==> config.mk <==
export PLATFORM = sky130hd
export DESIGN_NAME = mem_bus_arbiter
export DESIGN_NICKNAME = d
export VERILOG_FILES = /design/src/rtl/mem_bus_arbiter_pkg.sv /design/src/rtl/mem_bus_arbiter.sv
export SDC_FILE = /design/constraint.sdc
export NUM_CORES = 1
export LEC_CHECK = 0
export CORE_ASPECT_RATIO = 1.5
export CORE_MARGIN = 1
export CORE_UTILIZATION = 45
export DETAILED_ROUTE_END_ITERATION = 8
export GPL_ROUTABILITY_DRIVEN = 0
export PLACE_DENSITY = 0.85
export SLEW_MARGIN = 25
export SYNTH_ARGS = -nofsm -noshare
export SYNTH_HDL_FRONTEND = slang
export SYNTH_SLANG_ARGS = --single-unit
==> constraint.sdc <==
create_clock -name clk -period 7.4 [get_ports clk]
set_input_delay 1.48 -clock clk [delete_from_list [all_inputs] [get_ports clk]]
set_output_delay 1.48 -clock clk [all_outputs]
set_load 0.005 [all_outputs]
==> src/rtl/mem_bus_arbiter_pkg.sv <==
// Shared definitions for the memory/serial bus arbiter.
//   state_e            : arbiter sequencer states
//   SERIAL_*_ADDR      : memory-mapped UART register addresses
//   IDLE_*             : values the bus outputs hold whenever no strobe is active
package mem_bus_arbiter_pkg;

  typedef enum logic [2:0] {
    ST_IDLE     = 3'd0,
    ST_RD       = 3'd1,
    ST_W_SETUP  = 3'd2,
    ST_W_PULSE  = 3'd3,
    ST_W_HOLD   = 3'd4,
    ST_SER_WAIT = 3'd5,
    ST_DONE     = 3'd6
  } state_e;

  localparam logic [31:0] SERIAL_STATE_ADDR = 32'hBFD003FC;
  localparam logic [31:0] SERIAL_DATA_ADDR  = 32'hBFD003F8;

  localparam logic [31:0] IDLE_ADDR  = 32'h0000_0000;
  localparam logic [31:0] IDLE_WDATA = 32'h0000_0000;
  localparam logic        IDLE_WE_N  = 1'b1;
  localparam logic [3:0]  IDLE_SEL_N = 4'hF;
  localparam logic        IDLE_CE    = 1'b0;

endpackage

==> src/rtl/mem_bus_arbiter.sv <==
// Shares one memory/serial access port between the CPU fetch and data ports.
// Each access is sequenced into single-cycle chip-enable strobes so SRAM and
// the memory-mapped UART see exactly one read or one write per access.
//   clk, rst (async, active-low)
//   if_req/if_addr -> if_ack/if_rdata     : instruction fetch port
//   d_req/d_we/d_addr/d_wdata/d_sel_n
//                  -> d_ack/d_rdata       : data port (priority, burst limited)
//   mem_addr/mem_wdata/mem_we_n/mem_sel_n/mem_ce -> memory controller
//   mem_rdata                             : combinational read data
//   txd_busy                              : UART transmitter busy
module mem_bus_arbiter #(
  parameter int unsigned MAX_D_BURST      = 4,
  parameter logic [31:0] SERIAL_DATA_ADDR = mem_bus_arbiter_pkg::SERIAL_DATA_ADDR
) (
  input  logic        clk,
  input  logic        rst,
  input  logic        if_req,
  input  logic [31:0] if_addr,
  output logic        if_ack,
  output logic [31:0] if_rdata,
  input  logic        d_req,
  input  logic        d_we,
  input  logic [31:0] d_addr,
  input  logic [31:0] d_wdata,
  input  logic [3:0]  d_sel_n,
  output logic        d_ack,
  output logic [31:0] d_rdata,
  output logic [31:0] mem_addr,
  output logic [31:0] mem_wdata,
  output logic        mem_we_n,
  output logic [3:0]  mem_sel_n,
  output logic        mem_ce,
  input  logic [31:0] mem_rdata,
  input  logic        txd_busy
);
  import mem_bus_arbiter_pkg::*;

  localparam int BW = (MAX_D_BURST < 1) ? 1 : $clog2(MAX_D_BURST + 1);
  localparam logic [BW-1:0] BURST_LIM = BW'(MAX_D_BURST);

  state_e        state_q;
  logic          gnt_is_d_q;   // 1 = current access belongs to the data port
  logic          mask_if_q;    // port acked last cycle: its req is still stale
  logic          mask_d_q;
  logic [BW-1:0] burst_q;

  logic if_ok, d_ok, gnt_if, gnt_d, ser_stall;

  // Arbitration: data wins unless it has used up its burst while fetch waits.
  always_comb begin
    if_ok     = if_req & ~mask_if_q;
    d_ok      = d_req & ~mask_d_q;
    gnt_d     = 1'b0;
    gnt_if    = 1'b0;
    if (d_ok && (!if_ok || (burst_q != BURST_LIM))) begin
      gnt_d = 1'b1;
    end else if (if_ok) begin
      gnt_if = 1'b1;
    end
    ser_stall = d_we && (d_addr == SERIAL_DATA_ADDR) && txd_busy;
  end

  always_ff @(posedge clk or negedge rst) begin
    if (!rst) begin
      state_q    <= ST_IDLE;
      gnt_is_d_q <= 1'b0;
      mask_if_q  <= 1'b0;
      mask_d_q   <= 1'b0;
      burst_q    <= '0;
      if_ack     <= 1'b0;
      d_ack      <= 1'b0;
      if_rdata   <= '0;
      d_rdata    <= '0;
      mem_addr   <= IDLE_ADDR;
      mem_wdata  <= IDLE_WDATA;
      mem_we_n   <= IDLE_WE_N;
      mem_sel_n  <= IDLE_SEL_N;
      mem_ce     <= IDLE_CE;
    end else begin
      if_ack <= 1'b0;
      d_ack  <= 1'b0;
      case (state_q)
        ST_IDLE: begin
          mask_if_q <= 1'b0;
          mask_d_q  <= 1'b0;
          if (gnt_d) begin
            gnt_is_d_q <= 1'b1;
            if (!if_req) begin
              burst_q <= '0;
            end else if (burst_q != BURST_LIM) begin
              burst_q <= burst_q + BW'(1);
            end
            if (!d_we) begin
              state_q   <= ST_RD;
              mem_ce    <= 1'b1;
              mem_we_n  <= 1'b1;
              mem_addr  <= d_addr;
              mem_sel_n <= d_sel_n;
            end else if (ser_stall) begin
              state_q <= ST_SER_WAIT;
            end else begin
              state_q   <= ST_W_SETUP;
              mem_addr  <= d_addr;
              mem_wdata <= d_wdata;
              mem_sel_n <= d_sel_n;
            end
          end else if (gnt_if) begin
            gnt_is_d_q <= 1'b0;
            burst_q    <= '0;
            state_q    <= ST_RD;
            mem_ce     <= 1'b1;
            mem_we_n   <= 1'b1;
            mem_addr   <= if_addr;
            mem_sel_n  <= 4'h0;
          end
        end
        // Bus stays idle while the UART is busy; the held request is reloaded.
        ST_SER_WAIT: begin
          if (!txd_busy) begin
            state_q   <= ST_W_SETUP;
            mem_addr  <= d_addr;
            mem_wdata <= d_wdata;
            mem_sel_n <= d_sel_n;
          end
        end
        ST_W_SETUP: begin
          state_q  <= ST_W_PULSE;
          mem_ce   <= 1'b1;
          mem_we_n <= 1'b0;
        end
        // ce and we_n drop together so the strobe never looks like a read.
        ST_W_PULSE: begin
          state_q  <= ST_W_HOLD;
          mem_ce   <= 1'b0;
          mem_we_n <= 1'b1;
        end
        ST_W_HOLD: begin
          state_q   <= ST_DONE;
          d_ack     <= 1'b1;
          mem_addr  <= IDLE_ADDR;
          mem_wdata <= IDLE_WDATA;
          mem_sel_n <= IDLE_SEL_N;
        end
        ST_RD: begin
          state_q   <= ST_DONE;
          mem_ce    <= IDLE_CE;
          mem_we_n  <= IDLE_WE_N;
          mem_addr  <= IDLE_ADDR;
          mem_sel_n <= IDLE_SEL_N;
          if (gnt_is_d_q) begin
            d_rdata <= mem_rdata;
            d_ack   <= 1'b1;
          end else begin
            if_rdata <= mem_rdata;
            if_ack   <= 1'b1;
          end
        end
        ST_DONE: begin
          state_q   <= ST_IDLE;
          mask_d_q  <= gnt_is_d_q;
          mask_if_q <= ~gnt_is_d_q;
        end
        default: begin
          state_q   <= ST_IDLE;
          mem_ce    <= IDLE_CE;
          mem_we_n  <= IDLE_WE_N;
          mem_addr  <= IDLE_ADDR;
          mem_wdata <= IDLE_WDATA;
          mem_sel_n <= IDLE_SEL_N;
        end
      endcase
    end
  end

endmodule

; Yosys cells after proc, flatten, opt, wreduce, memory -nomap -nowiden
; Cells that the tools add are included.
; Widths: inputs -> output; s select.
[op_classes]
n_reduce_logical = 20
n_bitwise = 8
mux = 43
eq_ne = 16
add_sub_neg = 1
[op_table]
columns = cell, count
row1 = $mux 32, 9
row2 = $pmux 32 s3, 2
row3 = $eq 32x32->1 const B, 1
row4 = $mux 3, 9
row5 = $mux 4, 5
row6 = $pmux 3 s5, 1
row7 = $pmux 4 s3, 1
row8 = $mux 1, 11
row9 = $eq 3x3->1 const B, 3
row10 = $ne 3x3->1 const B, 3
row11 = $ne 2x2->1 const B, 4
row12 = $reduce_and 2->1, 4
row13 = $eq 3x2->1 const B, 2
row14 = $not 1->1, 6
row15 = $pmux 1 s2, 3
row16 = $pmux 1 s3, 2
row17 = $reduce_and 3->1, 2
row18 = $reduce_or 3->1, 2
row19 = $reduce_and 5->1, 1
row20 = $ne 4x4->1 const B, 1
row21 = $reduce_and 4->1, 1
row22 = $reduce_bool 2->1, 2
row23 = $reduce_or 4->1, 1
row24 = $add 3x1->3 const B, 1
row25 = other kinds (8), 11
[word_totals]
ff_bits = 145
word_cells = 102
input_bits = 138

; Longest topological paths before layout
[logic_depth]
depth_word = 9
mapped_depth = 9
ltp_nobuf = 7

; Worst setup path before layout
; No wires, ideal clock.
[synth_timing]
path_kind = input to register
start = input d_addr[10]
end = register mem_addr[25]
setup_ns = 0.127
arrival_ns = 3.304
n_path_buf = 1
cell_stages = 6
slack_ns = 3.968
cell_sequence = or4b_2 nor4_4 nand4_2 o21ai_4 buf_6 mux2_1
[synth_via]
elab_chain_len = 5
[synth_lines]
columns = element, line
row1 = from (decl), mem_bus_arbiter.sv:23  ; input logic [31:0] d_addr,
row2 = $eq 32x32->1, mem_bus_arbiter.sv:60  ; ser_stall = d_we && (d_addr == SERIAL_DATA_ADDR) && txd_busy;
row3 = $logic_and 1x1->1 (2 in a row), mem_bus_arbiter.sv:60
row4 = $ne 4x4->1 (no line), --
row5 = $reduce_and 4->1 (no line), --
row6 = to (signal assigned), mem_bus_arbiter.sv:97  ; mem_addr <= d_addr;
row7 = to (signal assigned), mem_bus_arbiter.sv:103  ; mem_addr <= d_addr;
row8 = to (signal assigned), mem_bus_arbiter.sv:113  ; mem_addr <= if_addr;
row9 = to (decl), mem_bus_arbiter.sv:28  ; output logic [31:0] mem_addr,
; No other way between the ends.
; A chain may end at the register's enable or synchronous reset.

; Final worst setup path
[layout_timing]
start = input if_req
end = register mem_wdata[31]
[layout_via]
elab_chain_len = 7
[layout_lines]
columns = element, line
row1 = from (decl), mem_bus_arbiter.sv:17  ; input logic if_req,
row2 = $and 1x1->1, mem_bus_arbiter.sv:51  ; if_ok = if_req & ~mask_if_q;
row3 = $logic_not 1->1, mem_bus_arbiter.sv:55  ; if (d_ok && (!if_ok || (burst_q != BURST_LIM))) begin
row4 = $logic_or 1x1->1, mem_bus_arbiter.sv:55
row5 = $logic_and 1x1->1, mem_bus_arbiter.sv:55
row6 = $mux 1, mem_bus_arbiter.sv:55
row7 = $ne 2x2->1 (no line), --
row8 = $reduce_and 5->1 (no line), --
row9 = to (signal assigned), mem_bus_arbiter.sv:104  ; mem_wdata <= d_wdata;
row10 = to (signal assigned), mem_bus_arbiter.sv:122  ; mem_wdata <= d_wdata;
row11 = to (decl), mem_bus_arbiter.sv:29  ; output logic [31:0] mem_wdata,
; No other way between the ends.

==> impl_metrics.env <==
export IMPL_area_growth_pct=55.29
export IMPL_drc_errors=0
export IMPL_vias=5118
export IMPL_start_util=0.4628
export IMPL_postCtsHoldBufs=0
export IMPL_synth_warnings=0
export IMPL_slowest_stage="a2bb2oi_4"
export IMPL_switching_share=0.3141
export IMPL_met3_length_mm=1.089
export IMPL_dieArea_um2=14470
export IMPL_wl_per_cell_um=20.25
export IMPL_crit_buf_inv=1
export IMPL_drt_pass1_iterations=4
export IMPL_antenna_left=0
export IMPL_met2_length_mm=10.06
export IMPL_postPlaceCellArea_um2=9181
export IMPL_rows=52
export IMPL_synth_seq_cells=145
export IMPL_max_stage_delay_ps=650
export IMPL_clock_latency_ps=410
export IMPL_p_comb_frac=0.435
export IMPL_worstPathRequired_ps=7660
export IMPL_diodes=0
export IMPL_grt_pass1_wl_mm=29.53
export IMPL_critPathCaptureType="register"
export IMPL_cpLargestDelayFamily="simple AND/OR/NAND/NOR gates"
export IMPL_multiInputGateArea_um2=2499
export IMPL_clkTransAtPathRegs_ps=60
export IMPL_ir_drop_v=0.0002550
export IMPL_clkSinkCount=145
export IMPL_cts_max_level=4
export IMPL_clock_path_buffers=2
export IMPL_hold_start="mem_sel_n[3]$_DFFE_PN1P_"
export IMPL_drt_met1_wl_mm=6.795
export IMPL_drv_cap=0
export IMPL_slew_violations=0
export IMPL_hold_violations=0
export IMPL_dieWidth_um=98.56
export IMPL_syn_inst=482
export IMPL_cts_setup_buffers=0
export IMPL_grt_max_degree=74
export IMPL_ys_types=47
export IMPL_skew_ps=9.145
export IMPL_drt_iter0_markers=297
export IMPL_status="complete, no violations"
export IMPL_yosysTopAreaCell="dfrtp_1"
export IMPL_internal_power_w=0.002700
export IMPL_via_per_inst=5.557
export IMPL_pwr_share_clk=0.217
export IMPL_synthFlopType="dfrtp_1"
export IMPL_hp_class="reg2reg"
export IMPL_setup_viol=0
export IMPL_power_frac_seq=0.347
export IMPL_finalInstanceArea_um2=9773
export IMPL_seqCellArea_um2=3635
export IMPL_wirelength_mm=18.65
export IMPL_numCtsBuffers=17
export IMPL_p_leak_nw=4.097
export IMPL_tns_ps=0
export IMPL_synth_top_area_frac=0.5567
export IMPL_root_buffer="clkbuf_16"
export IMPL_critPathKind="in2reg"
export IMPL_syn_nets=622
export IMPL_cp_start_kind="input pin"
export IMPL_io_buffers=273
export IMPL_chipHeight_um=146.8
export IMPL_slew_headroom=0.4672
export IMPL_p_per_area_nw_per_um2=402.7
export IMPL_syn_area_per_cell_um2=13.06
export IMPL_fin_total_pwr_w=0.003936
export IMPL_fillers=940
export IMPL_async_reset_ff_frac=1.000
export IMPL_timing_critical_path_cells="clkdlybuf4s50_1 -> and4b_1 -> nor3b_1 -> a2bb2oi_4 -> nand2_2 -> o2bb2ai_1"
export IMPL_grt_usage=0.2643
export IMPL_drive_above_1_share=0.1910
export IMPL_critical_path_arrival_ps=4340
export IMPL_cts_resized=0
export IMPL_cp_startpoint="if_req"
export IMPL_overflow=0
export IMPL_period_minus_slack_ps=4080
export IMPL_max_freq_mhz=245.1
export IMPL_synth_area_um2=6294
export IMPL_grt_pass1_vias=5570
export IMPL_worstReg2RegStart="state_q[2]$_DFFE_PN0P_"
export IMPL_final_nets=886
export IMPL_worstMarginPinSlew_ps=796.3
export IMPL_core_um2=13600
export IMPL_boundaryPins=274
export IMPL_path_max_fanout=33
export IMPL_highest_layer="met4"
export IMPL_min_period_over_period=0.5513
export IMPL_synth_top_cells_by_count="dfrtp_1 (140), mux2_2 (88), a22o_1 (34)"
export IMPL_yosysMostFrequentCell="dfrtp_1"
export IMPL_p_switching_w=0.001236
export IMPL_ys_seq_area_frac=0.5775
export IMPL_antenna_found_initial=0
export IMPL_hpwl_mm=13.34
export IMPL_rsz0062_at_grt="no"
export IMPL_synth_edf_count=0
export IMPL_synthTopCellsByArea="dfrtp_1 (56%), mux2_2 (16%), a22o_1 (4.7%)"
export IMPL_cts_tree="built"
==> cells by family after synthesis <==
family                   count (synthesis)  share of synthesized area
flip-flops                             145                     0.5775
multiplexers                           101                     0.1797
AO/OA/AOI/OAI                           97                     0.1235
AND/OR/NAND/NOR                         90                    0.08171
buffers and inverters                   46                    0.03221
adder cells (fa/ha/maj)                  2                   0.003976
XOR/XNOR                                 1                   0.001392
==> through the flow <==
stage,std cells,setup WS [ps],hold slack (ps),util
detailed placement,889,2557,473.5,0.6752
CTS,921,2998,482.7,0.7183
global route,921,3114,507.0,0.7187
finish,921,3320,476.2,0.7187
global placement,888,2222,460.1,0.6722
floorplan,482,3968,457.4,-
==> worst paths after layout <==
check	to	slack (ps)	cells after the start
min in group asynchronous	mem_wdata[10]$_DFFE_PN0P_	1070	1
max in group asynchronous	mem_addr[13]$_DFFE_PN0P_	5200	2
min	mem_sel_n[3]$_DFFE_PN1P_	480	2
min reg2reg	mem_sel_n[3]$_DFFE_PN1P_	480	2
max	mem_wdata[31]$_DFFE_PN0P_	3320	6
max reg2reg	mem_addr[8]$_DFFE_PN0P_	4230	6
==> worst min-delay path, cell delays in order (launching register included) <==
cell and delay (ps):
dfstp_2 370, inv_1 50, mux2i_1 60
==> sequential cells by signal, indices dropped and copies added (netlist names) <==
name	cells
if_rdata	32
gnt_is_d_q	1
mem_sel_n	4
mem_ce	1
mem_wdata	32
mask_if_q	1
d_ack	1
d_rdata	32
state_q	3
if_ack	1
mask_d_q	1
burst_q	3
mem_addr	32
mem_we_n	1
==> layout by cell type, fill, tap and decap left out, types with 3 or more instances in the layout <==
master / Yosys / routed
dfstp_2: 5 / 5
nor4_1: 4 / 4
o2bb2ai_1: 32 / 32
o21ai_0: 7 / 7
mux2_2: 88 / 88
inv_6: 0 / 4
a22o_1: 34 / 34
nor2b_1: 4 / 4
nor2_1: 9 / 8
buf_4: 0 / 5
clkinvlp_4: 0 / 5
nand2_1: 10 / 9
a21oi_1: 9 / 9
mux2i_1: 5 / 5
dfrtp_1: 140 / 140
nand4b_1: 3 / 3
clkdlybuf4s50_1: 0 / 272
inv_1: 11 / 11
nand4_1: 3 / 3
clkbuf_16: 0 / 17
nand3_1: 33 / 33
nand2b_1: 5 / 5
mux2_1: 8 / 8
==> power groups by stage <==
stage	clock (W)	sequential, W	combinational, W
floorplan	0	0.00134	0.000793
global placement	0	0.00135	0.00163
CTS	0.000871	0.00137	0.00173
detailed placement	0	0.00137	0.00172
finish	0.000855	0.00137	0.00171
global route	0.000902	0.00141	0.00184
==> layout make-up <==
| type | count | share of cell area |
|---|---|---|
| timing repair buffer | 280 | 0.2875 |
| multi-input combinational | 291 | 0.2557 |
| tap | 162 | 0.02074 |
| clock inverter | 13 | 0.01562 |
| clock buffer | 19 | 0.04430 |
| inverter | 11 | 0.004225 |
| sequential | 145 | 0.3719 |
==> routing by layer <==
layer,GRT usage,vias up
met3,0.07231,51
li1,-,2314
met4,0.1172,0
met5,0,-
met1,0.3000,2553
met2,0.4630,200
Power figures use the tool's default switching activity.
